--- src/rtl/keccak_msg_packer.sv ---
// Byte-stream to 32-bit big-endian word packer feeding a keccak core's message port.
// Optional KECCAK_MSG_PACKER_LEN_EN adds a msg_len byte counter output.
module keccak_msg_packer #(
    parameter int RESET_CYCLES = 1
) (
    input  logic        clk,
    input  logic        reset,
    input  logic [7:0]  s_data,
    input  logic        s_valid,
    input  logic        s_last,
    output logic        s_ready,
    output logic        core_reset,
    output logic [31:0] core_in,
    output logic        core_in_ready,
    output logic        core_is_last,
    output logic [1:0]  core_byte_num,
    input  logic        core_buffer_full,
    input  logic        core_out_ready,
    output logic        busy,
`ifdef KECCAK_MSG_PACKER_LEN_EN
    output logic [31:0] msg_len,
`endif
    output logic        msg_done
);

    typedef enum logic [2:0] {IDLE, CLR, FILL, SEND, PAD, WAIT} state_t;

    localparam logic [3:0] RC_INIT = 4'(RESET_CYCLES - 1);

    state_t      state, state_d;
    logic [3:0]  rst_cnt;
    logic [1:0]  cnt;
    logic [31:0] word_q, word_nxt;
    logic        pad_q;
    logic        accept, xfer, word_end;

    // 8*(3-cnt) shift: lane 0 lands in [31:24]
    assign word_nxt   = word_q | ({24'd0, s_data} << {~cnt, 3'b000});
    assign word_end   = (cnt == 2'd3) || s_last;
    assign core_reset = reset || (state == CLR);
    assign busy       = (state != IDLE);

    always_comb begin
        state_d       = state;
        s_ready       = 1'b0;
        core_in_ready = 1'b0;
        msg_done      = 1'b0;
        accept        = 1'b0;
        xfer          = 1'b0;
        case (state)
            IDLE: if (s_valid) state_d = CLR;
            CLR:  if (rst_cnt == 4'd0) state_d = FILL;
            FILL: begin
                s_ready = 1'b1;
                accept  = s_valid;
                if (s_valid && word_end) state_d = SEND;
            end
            SEND: begin
                core_in_ready = 1'b1;
                xfer          = !core_buffer_full;
                if (xfer) state_d = core_is_last ? WAIT : (pad_q ? PAD : FILL);
            end
            PAD: begin
                core_in_ready = 1'b1;
                xfer          = !core_buffer_full;
                if (xfer) state_d = WAIT;
            end
            WAIT: if (core_out_ready) begin
                msg_done = 1'b1;
                state_d  = IDLE;
            end
            default: state_d = IDLE;
        endcase
    end

    always_ff @(posedge clk) begin
        if (reset) begin
            state         <= IDLE;
            rst_cnt       <= 4'd0;
            cnt           <= 2'd0;
            word_q        <= 32'd0;
            pad_q         <= 1'b0;
            core_in       <= 32'd0;
            core_is_last  <= 1'b0;
            core_byte_num <= 2'd0;
        end else begin
            state <= state_d;
            case (state)
                IDLE: rst_cnt <= RC_INIT;
                CLR: begin
                    rst_cnt <= rst_cnt - 4'd1;
                    cnt     <= 2'd0;
                    word_q  <= 32'd0;
                end
                FILL: if (accept) begin
                    if (word_end) begin
                        // A short last word carries its byte count; a full last word defers is_last to PAD
                        core_in       <= word_nxt;
                        core_is_last  <= s_last && (cnt != 2'd3);
                        core_byte_num <= (s_last && (cnt != 2'd3)) ? cnt + 2'd1 : 2'd0;
                        pad_q         <= s_last && (cnt == 2'd3);
                        cnt           <= 2'd0;
                        word_q        <= 32'd0;
                    end else begin
                        word_q <= word_nxt;
                        cnt    <= cnt + 2'd1;
                    end
                end
                SEND: if (xfer && pad_q) begin
                    core_in       <= 32'd0;
                    core_is_last  <= 1'b1;
                    core_byte_num <= 2'd0;
                end
                default: ;
            endcase
        end
    end

`ifdef KECCAK_MSG_PACKER_LEN_EN
    always_ff @(posedge clk) begin
        if (reset || state == CLR) msg_len <= 32'd0;
        else if (accept)           msg_len <= msg_len + 32'd1;
    end
`endif

endmodule

--- config.mk ---
export PLATFORM = sky130hd
export DESIGN_NAME = keccak_msg_packer
export DESIGN_NICKNAME = d
export VERILOG_FILES = /design/src/rtl/keccak_msg_packer.sv
export SDC_FILE = /design/constraint.sdc
export NUM_CORES = 1
export LEC_CHECK = 0
export BUFFER_PORTS_ARGS = -buffer_cell sky130_fd_sc_hd__buf_4
export CORE_AREA = 2 2 91 93
export DETAILED_ROUTE_END_ITERATION = 6
export DIE_AREA = 0 0 93 95
export MAX_ROUTING_LAYER = met4
export PLACE_DENSITY = 0.72
export SKIP_LAST_GASP = 1
export SYNTH_ARGS = -nofsm -noshare
export SYNTH_HDL_FRONTEND = slang
export SYNTH_SLANG_ARGS = --single-unit
--- constraint.sdc ---
create_clock -name clk -period 1.8 [get_ports clk]
set_input_delay 0.36 -clock clk [delete_from_list [all_inputs] [get_ports clk]]
set_output_delay 0.36 -clock clk [all_outputs]
set_load 0.02 [all_outputs]
==> metrics, run 1 <==
H-tree depth 3; width of the chip 93 um; placement-stage worst setup slack 210 ps; RSZ-0062 raised after global routing true; total number of vias 2819; Setup violations, final 0; total of max-cap violations 0; most area-consuming cells after synthesis dfxtp_1 45%, mux2i_1 11%, o2bb2ai_1 8.4%, o21ai_0 5.7%, nand2_1 4.3%; antenna diode instance count 0; number of hold violations in the final report 0; number of remaining DRC errors 0; Crit path required time 1440 ps; cell taking the most area after synthesis dfxtp_1; number of buffers added on ports between 50 and 60; global route total overflow 0; number of clock sinks 77; all-layer global routing usage 18.3%; Detailed Routing Iterations Pass 1 4; Layout Area Growth over Synthesis 21.0%; height of the die 95 um; post-synthesis instance area approximately 0.0034 mm2; largest family of logic cells by synthesized area simple AND/OR/NAND/NOR gates; Min-Delay Endpoint state[2]$_SDFFE_PP0P_; switching share of power 26.9%; area share of the largest cell type after synthesis 44.8%; amount of wire on met3 after detailed routing around 400 um; endpoint of the worst register-to-register path core_in[20]$_SDFFE_PP0P_; final wirelength 7570 um; share of the yosys chip area belonging to registers 44.8%; number of global-route vias before repair 2629; post-route worst hold slack between 200 and 300 ps; I/O pin cnt 54; Worst Path Buf+Inv 2; maximum fanout along the worst path 10; minimum clock period 1760 ps; Power per Cell Area 813 mW/mm2; fmax 569 MHz; number of rows created at floorplan 33; Flop pwr share 52.0%; area of the die 0.00884 mm2; iteration-0 DRC count of the detailed router 134; post-detailed-route via-to-cell ratio 5.31; kind of cell adding the most delay to the critical path simple AND/OR/NAND/NOR gates; routed length per placed instance 14.3 um; Post-Synth XOR/XNOR Area 0%; NetSw a little over 900 uW; combinational group share of total power 14.9%; startpoint of the worst-slack reg-to-reg timing path cnt[0]$_SDFFE_PP0P_; pin count of the biggest net entering global routing 40; gpl congestion between 0.8 and 0.9; yosys synthesis warning count 0; Clk network pwr share between 30% and 40%; Layout Nets 438; type of the most critical hold path primary input to register; first-pass GRT wire length 12500 um; # fillers between 700 and 800; total routed wire length on the met1 layer 3500 um; Worst Path Class, Setup register to output port; hold wc startpoint reset; worst skew pair latency 340 ps; largest vdd supply drop 0.408 mV; effective utilization at floorplan a little over two fifths; Syn Inst Count 372; Netlist cell types 39; Static Leakage roughly 1.9 nW; layout cell share with drive strength beyond 1 21.6%; Root Buffer Master clkbuf_8; average size of a mapped cell 9.25 um2; nature of the critical path startpoint register; adder-cell share of the synthesized area 0.727%; number of buffers created by CTS 9; Crit-path slowest cell or3b_4; total internal power 2.48 mW; detailed route wirelength on metal2 approximately 3500 um; Max Root-Sink Buffers 2; TritonCTS clock tree yes; Setup crit end kind output port; Setup Buffers After CTS 0; Post-Route Skew 6.20 ps; cell count of the worst hold path 2; Worst-Margin Slew about 350 ps; simple-gate portion of the synthesized area 20.8%; net count after synthesis 388; period utilisation layout ~98%; CP max stage delay 440 ps; DPL Wire Length 5060 um; mux share of post-synthesis cell area 10.8%; worst setup slack for register-to-register paths 190 ps; least setup slack across all paths after layout 43.5 ps; topmost layer with routed signal wires met4; Reg2Reg Depth 5; number of antenna-violating nets in the routed design 0; number of flip-flops and latches in the synthesized netlist 77; Post-synth EDFFs 0; clock transition time at the flip-flop clock pins of the worst setup and hold paths ~70 ps; proportion of register bits with asynchronous set or reset after synthesis 0%; result of the run finished clean; worst rel slew slack 76.9%; Primary FF master, synth dfxtp_1; initial antenna violation count 0; Final Slew Violations 0; Synth Area in Compound Gates a little under a fifth; list of cells traversed by the critical path or3b_4 -> inv_4 -> buf_4; CP Data Arrival Time 1400 ps; area of the core region 0.00793 mm2
==> metal layers <==
metal / vias to the layer above / track usage, %
met2: 71 / 28.3
met5: - / -
met3: 16 / 3.43
li1: 1424 / -
met1: 1308 / 23.5
met4: 0 / 8.21
==> cells in the mapped netlist, types with 2 or more instances <==
cell type	instances
dfxtp_1	77
nand2_1	39
o21ai_0	39
mux2i_1	37
nor2_1	36
o2bb2ai_1	33
and3b_1	16
clkbuf_1	16
nor3b_1	9
and3_1	8
buf_2	7
a21oi_1	6
inv_1	6
buf_6	4
nand2b_1	4
a21o_1	3
nor2b_1	3
a211o_1	2
ha_1	2
nand3b_1	2
nand4_1	2
nor3_1	2
nor4b_1	2
or2_2	2
==> worst max-delay path by stage <==
stage	slack, ps	end	from	cells past startpoint
finish	40	s_ready	state[0]$_SDFFE_PP0P_	3
global route	-30	core_reset	state[1]$_SDFFE_PP0P_	4
CTS	10	s_ready	state[0]$_SDFFE_PP0P_	3
detailed placement	210	word_q[12]$_SDFFE_PP0P_	state[0]$_SDFFE_PP0P_	5
global placement	270	core_in[13]$_SDFFE_PP0P_	state[2]$_SDFFE_PP0P_	4
floorplan	290	core_is_last$_SDFFE_PP0P_	cnt[0]$_SDFFE_PP0P_	6
==> through the flow <==
| step | area (um2) | cells | power, mW | TNS, ps | util, % |
|---|---|---|---|---|---|
| after floorplan | 3440 | 372 | 2.11 | 0 | - |
| after global placement | 3990 | 516 | 2.29 | 0 | 50.3 |
| after detailed placement | 3990 | 516 | 2.29 | 0 | 50.3 |
| after CTS | 4160 | 531 | 3.41 | 0 | 52.4 |
| after global routing | 4170 | 531 | 3.54 | -29.3 | 52.6 |
| final | 4170 | 531 | 3.39 | 0 | 52.6 |
==> power by group through the flow <==
stage / clock [mW] / sequential (mW) / combinational, mW
6_report: 1.12 / 1.76 / 0.505
5_1_grt: 1.22 / 1.77 / 0.551
4_1_cts: 1.15 / 1.76 / 0.499
3_5_place_dp: 0 / 1.80 / 0.493
3_3_place_gp: 0 / 1.80 / 0.490
2_1_floorplan: 0 / 1.80 / 0.312
==> worst reg2reg max path: stages (launching register included) <==
cell	delay, ps
dfxtp_1	330
ha_1	240
o21ai_0	270
o32a_2	280
buf_12	190
mux2i_1	230
==> final cells by class <==
| cell class | count | area (um2) | area share [%] |
|---|---|---|---|
| multi-input combinational | 261 | 1750 | 42.0 |
| sequential | 77 | 1540 | 37.1 |
| timing repair buffer | 66 | 546 | 13.1 |
| clock buffer | 10 | 138 | 3.30 |
| tap | 105 | 131 | 3.15 |
| inverter | 7 | 28.8 | 0.691 |
| clock inverter | 5 | 27.5 | 0.661 |
==> what timing repair did <==
item                       CTS  global route
resized for setup            3             2
setup endpoints to repair    1             2
cloned                       0             0
pin swaps                    0             0
hold buffers                 0             0
==> sequential cells by signal, summed over array words and instances (netlist names) <==
signal         flops
pad_q              1
rst_cnt            4
core_byte_num      2
cnt                2
word_q            32
core_is_last       1
core_in           32
state              3
==> logic make-up (layout without fill, tap and decap cells) <==
logic type,after synthesis,in the layout
adders and majority gates,2,2
and+or+nand+nor,132,132
muxes,37,37
AOI/OAI and AO/OA,90,90
DFF,77,77
buffers and inverters,34,88
==> cells in the final DEF, fill, tap and decap left out, types with 8 or more instances in the layout <==
cell / count
nor3b_1: 9
mux2i_1: 37
o21ai_0: 39
nand2_1: 39
clkbuf_8: 10
dfxtp_1: 75
and3_1: 8
and3b_1: 16
buf_4: 62
nor2_1: 36
o2bb2ai_1: 33
Note: power is estimated with default switching activity, not from simulation.
==> inputs of run 2 (changes only) <==
Settings changed: CORE_AREA 2 2 91 93 to 2 2 65 129, DIE_AREA 0 0 93 95 to 0 0 67 131, PLACE_DENSITY 0.72 to 0.73, SLEW_MARGIN from default to 20.
==> run 2 against run 1 <==
  * Sequential share of layout area shrank 0.80 points
  * Largest cell class unchanged
  * Non-clock buffer count up 2
  * Combinational power shrank 2%
  * Utilization grew 1.9 points
  * Wire length is 6.0% higher
  * First-iteration DRC count grew 82%
  * Total power rose by 20%
==> metrics, run 2 (synthesis results as in run 1) <==
total number of vias ~2.9k; Placed Area 0.00396 mm2; Min-Delay Endpoint rst_cnt[2]$_SDFFE_PP0P_; total of max-cap violations 0; RSZ-0062 raised after global routing false; commonest non-fill, non-tap cell in the layout dfxtp_1; Layout Nets 440; fmax 567 MHz; all-layer global routing usage 20.1%; number of antenna-violating nets in the routed design 0; antenna diode instance count 0; most used cells in the layout excluding fill and tap cells 75 x dfxtp_1, 66 x buf_4, 39 x o21ai_0, 39 x nand2_1, 37 x mux2i_1; post-detailed-route via-to-cell ratio 5.47; number of global-route vias before repair 2645; Setup crit end kind output port; type of the most critical hold path primary input to register; global route total overflow 0; startpoint of the worst-slack reg-to-reg timing path state[0]$_SDFFE_PP0P_; CP Data Arrival Time roughly 1400 ps; footprint of the multi-input gates 0.00174 mm2; worst rel slew slack 75.3%; combinational group share of total power 12.2%; Flop pwr share between 40% and 50%; Reg2Reg Depth 6; initial antenna violation count 0; Crit-path slowest cell or3_1; Power per Cell Area between 900 and 1000 mW/mm2; number of buffers added on ports 53; Detailed Routing Iterations Pass 1 4; area occupied by registers 0.00155 mm2; Root Buffer Master clkbuf_16; Final TNS setup 0 ps; hold wc startpoint reset; clock transition time at the flip-flop clock pins of the worst setup and hold paths 60 ps; TritonCTS clock tree yes; Final Slew Violations 0; Clk network pwr share 44.2%; height of the die 131 um; iteration-0 DRC count of the detailed router 244; layout cell share with drive strength beyond 1 21.4%; logic depth of the worst path, buffers included 3; DPL Wire Length 5020 um; NetSw 998 uW; first-pass GRT wire length 13100 um; I/O pin cnt 54; # fillers 744; CP max stage delay 370 ps; effective utilization at floorplan 44.0%; Crit path required time between 1000 and 1500 ps; Setup violations, final 0; Worst Path Buf+Inv 2; result of the run finished clean; number of buffers created by CTS 9; largest vdd supply drop slightly below 0.5 mV; cell count of the worst hold path 2; H-tree depth 3; pin count of the biggest net entering global routing 35; Largest regs core_in: 32 flops, word_q: 32 flops, rst_cnt: 4 flops; width of the chip 67 um; switching share of power 24.6%; area of the core region 0.00783 mm2; Layout Area Growth over Synthesis 23.9%; Static Leakage 1.92 nW; maximum fanout along the worst path 11; placement-stage worst setup slack 195 ps; minimum clock period 1770 ps; post-route cell area 0.00427 mm2; number of remaining DRC errors 0; kind of cell adding the most delay to the critical path simple AND/OR/NAND/NOR gates; period utilisation layout 98.1%; nature of the critical path startpoint register; routed length per placed instance approximately 15 um; number of hold violations in the final report 0; gpl congestion 0.783; total internal power roughly 3 mW; number of clock sinks between 70 and 80; Worst-Margin Slew 370 ps; number of rows created at floorplan 46; worst skew pair latency around 340 ps; least setup slack across all paths after layout 34.9 ps; Post-Route Skew 9.51 ps; final wirelength roughly 8000 um; Max Root-Sink Buffers 2; Most common cell on crit path buf_4; worst setup slack for register-to-register paths 140 ps; endpoint of the worst register-to-register path word_q[18]$_SDFFE_PP0P_; area of the die about 0.0088 mm2; Worst Path Class, Setup register to output port; list of cells traversed by the critical path buf_4 -> or3_1 -> buf_4
[run 2: power groups by stage]
| stage | clock network, mW | logic [mW] | registers (mW) |
|---|---|---|---|
| floorplan | 0 | 0.312 | 1.80 |
| global placement | 0 | 0.484 | 1.80 |
| detailed placement | 0 | 0.487 | 1.80 |
| CTS | 1.82 | 0.497 | 1.76 |
| global route | 1.89 | 0.540 | 1.77 |
| finish | 1.79 | 0.495 | 1.77 |
[run 2: how the worst max path moves through the flow]
stage,from,endpoint
2_1_floorplan,cnt[0]$_SDFFE_PP0P_,core_is_last$_SDFFE_PP0P_
3_3_place_gp,state[2]$_SDFFE_PP0P_,word_q[24]$_SDFFE_PP0P_
3_5_place_dp,state[2]$_SDFFE_PP0P_,word_q[4]$_SDFFE_PP0P_
4_1_cts,state[0]$_SDFFE_PP0P_,busy
5_1_grt,state[1]$_SDFFE_PP0P_,core_in_ready
6_report,state[0]$_SDFFE_PP0P_,busy
[run 2: layout make-up]
class / instances / share of cell area, %
tap: 96 / 2.82
multi-input combinational: 261 / 40.9
clock buffer: 12 / 5.78
timing repair buffer: 68 / 12.6
sequential: 77 / 36.3
clock inverter: 4 / 1.11
inverter: 7 / 0.616
[run 2: timing repair]
item                                    in CTS  in global routing
endpoints found under the setup margin       3                  1
hold buffers                                 0                  0
gates resized for setup                      2                  1
setup buffers                                1                  0
[run 2: worst register-to-register path, cell delays in order (launching register included)]
cell and delay, ps:
dfxtp_1 350, or3b_1 440, inv_2 90, buf_4 140
nand4b_2 100, buf_4 260, o2bb2ai_1 210
[run 2: routing by layer]
metal / track usage (%) / vias to the layer above / wire length, um
li1: - / 1431 / -
met1: 25.7 / 1335 / 3560
met2: 30.2 / 92 / 3860
met3: 3.94 / 15 / 433
met4: 9.24 / 0 / 168
met5: - / - / 0
[run 2: metrics by stage]
step	power [mW]	hold slack [ps]	std cells	util (%)
after floorplan	2.11	446	372	-
after global placement	2.28	446	508	50.6
after detailed placement	2.29	452	508	50.6
after CTS	4.08	304	525	54.5
after global routing	4.20	319	525	54.5
final	4.05	315	525	54.5
==> inputs of run 3 (changes only) <==
Settings changed: MAX_ROUTING_LAYER met4 to default.
==> run 3 against run 2 <==
  * Critical path depth stayed put
  * Fmax is 0.33% lower
  * Clock skew is 3.0 ps lower
  * Via count is 0.31% lower
  * Sequential share of layout area is 0.069 points lower
  * Largest cell class unchanged
==> metrics, run 3 (synthesis results as in run 1) <==
Final TNS setup 0 ps; TritonCTS clock tree yes; met1 usage around a quarter; Reg2Reg Depth 6; RSZ-0062 raised after global routing false; Max Root-Sink Buffers 2; largest vdd supply drop 0.498 mV; Crit path required time 1440 ps; area of the die between 0.008 and 0.009 mm2; routed length per placed instance between 15 and 20 um; number of rows created at floorplan 46; layout cell share with drive strength beyond 1 21.4%; hold-fix buffer count after cts 0; iteration-0 DRC count of the detailed router 190; Layout Area Growth over Synthesis 24.0%; total number of vias 2864; Setup crit end kind output port; Worst-Margin Slew 370 ps; worst setup path endpoint busy; Static Leakage between 1.5 and 2 nW; minimum clock period 1770 ps; Final Core Density 54.5%; antenna diode instance count 0; post-detailed-route via-to-cell ratio 5.46; height of the die between 100 and 150 um; area of the core region between 0.007 and 0.008 mm2; post-route worst hold slack 311 ps; gpl congestion 0.772; GRT met2 Usage just over 30%; period utilisation layout 98.4%; Crit-path slowest cell or3_1; total of max-cap violations 0; pin count of the biggest net entering global routing 35; crit path launch state[0]$_SDFFE_PP0P_; worst setup slack for register-to-register paths 130 ps; most used cells in the layout excluding fill and tap cells 75 x dfxtp_1, 65 x buf_4, 39 x o21ai_0, 39 x nand2_1, 37 x mux2i_1; Largest regs core_in: 32 flops, word_q: 32 flops, rst_cnt: 4 flops; first-pass GRT wire length 13100 um; fmax 565 MHz; CP max stage delay 370 ps; Worst Path Class, Setup register to output port; final wirelength 8000 um; result of the run finished clean; kind of cell adding the most delay to the critical path simple AND/OR/NAND/NOR gates; DPL Wire Length ~5000 um; clock transition time at the flip-flop clock pins of the worst setup and hold paths 60 ps; number of remaining DRC errors 0; number of buffers added on ports 53; I/O pin cnt 54; endpoint of the worst register-to-register path word_q[26]$_SDFFE_PP0P_; logic depth of the worst path, buffers included 3; Most common cell on crit path buf_4; startpoint of the worst-slack reg-to-reg timing path state[1]$_SDFFE_PP0P_; Worst Path Buf+Inv 2; global route total overflow 0; Detailed Routing Iterations Pass 1 4; number of antenna-violating nets in the routed design 0; effective utilization at floorplan 44.0%; list of cells traversed by the critical path buf_4 -> or3_1 -> buf_4; Final Slew Violations 0; worst skew pair latency 340 ps; H-tree depth 3; number of buffers created by CTS 9; Root Buffer Master clkbuf_16; met3 demand-to-capacity share in global routing slightly above 4%; commonest non-fill, non-tap cell in the layout dfxtp_1; width of the chip 67 um; number of global-route vias before repair 2648; number of clock sinks 77; layer with the highest usage after global routing met2; number of hold violations in the final report 0; all-layer global routing usage 19.5%; maximum fanout along the worst path 11; worst rel slew slack 75.3%; nature of the critical path startpoint register; type of the most critical hold path primary input to register; initial antenna violation count 0; Setup violations, final 0; Layout Nets 440; Post-Route Skew 6.50 ps; CP Data Arrival Time 1410 ps; Power per Cell Area between 900 and 1000 mW/mm2
[run 3: cell counts in the layout (fill, tap and decap cells not counted)]
No cell type changed its count.
[run 3: worst min-delay path by stage]
stage / start / to / cells after the start
6_report: reset / rst_cnt[2]$_SDFFE_PP0P_ / 2
5_1_grt: reset / rst_cnt[2]$_SDFFE_PP0P_ / 2
4_1_cts: reset / rst_cnt[2]$_SDFFE_PP0P_ / 2
3_5_place_dp: core_in[26]$_SDFFE_PP0P_ / core_in[26]$_SDFFE_PP0P_ / 2
3_3_place_gp: core_in[6]$_SDFFE_PP0P_ / core_in[6]$_SDFFE_PP0P_ / 2
2_1_floorplan: rst_cnt[0]$_SDFFE_PP0P_ / rst_cnt[0]$_SDFFE_PP0P_ / 2
[run 3: final cells by class]
| cell class | count | area (um2) |
|---|---|---|
| Clock buffer | 12 | 246 |
| Clock inverter | 4 | 47.5 |
| Fill cell | 745 | 3560 |
| Inverter | 7 | 26.3 |
| Multi-Input combinational cell | 261 | 1740 |
| Sequential cell | 77 | 1540 |
| Tap cell | 96 | 120 |
| Timing Repair Buffer | 68 | 539 |
[run 3: power by group]
part	internal (mW)	total [mW]	switching, mW	leakage (nW)
Sequential	1.74	1.77	0.0313	0.622
Combinational	0.214	0.498	0.283	1.16
Clock	1.11	1.79	0.686	0.143
[run 3: metrics by stage]
stage | std cells | power [mW] | setup slack [ps] | instance area [um2]
3_5_place_dp | 508 | 2.29 | 195 | 3960
4_1_cts | 525 | 4.08 | 24.3 | 4260
3_3_place_gp | 508 | 2.28 | 210 | 3960
6_report | 525 | 4.06 | 29.0 | 4270
5_1_grt | 525 | 4.20 | 5.46 | 4270
2_1_floorplan | 372 | 2.11 | 286 | 3440
[run 3: timing repair]
action / 4_1_cts / 5_1_grt
hold endpoints to repair: 0 / 0
buffers inserted: 1 / 0
endpoints found under the setup margin: 3 / 1
resized for setup: 2 / 1
[run 3: per-layer routing]
| layer | share of wire, % | up-vias |
|---|---|---|
| li1 | - | 1431 |
| met1 | 44 | 1333 |
| met2 | 48 | 86 |
| met3 | 5.3 | 14 |
| met4 | 2.4 | 0 |
| met5 | 0 | - |
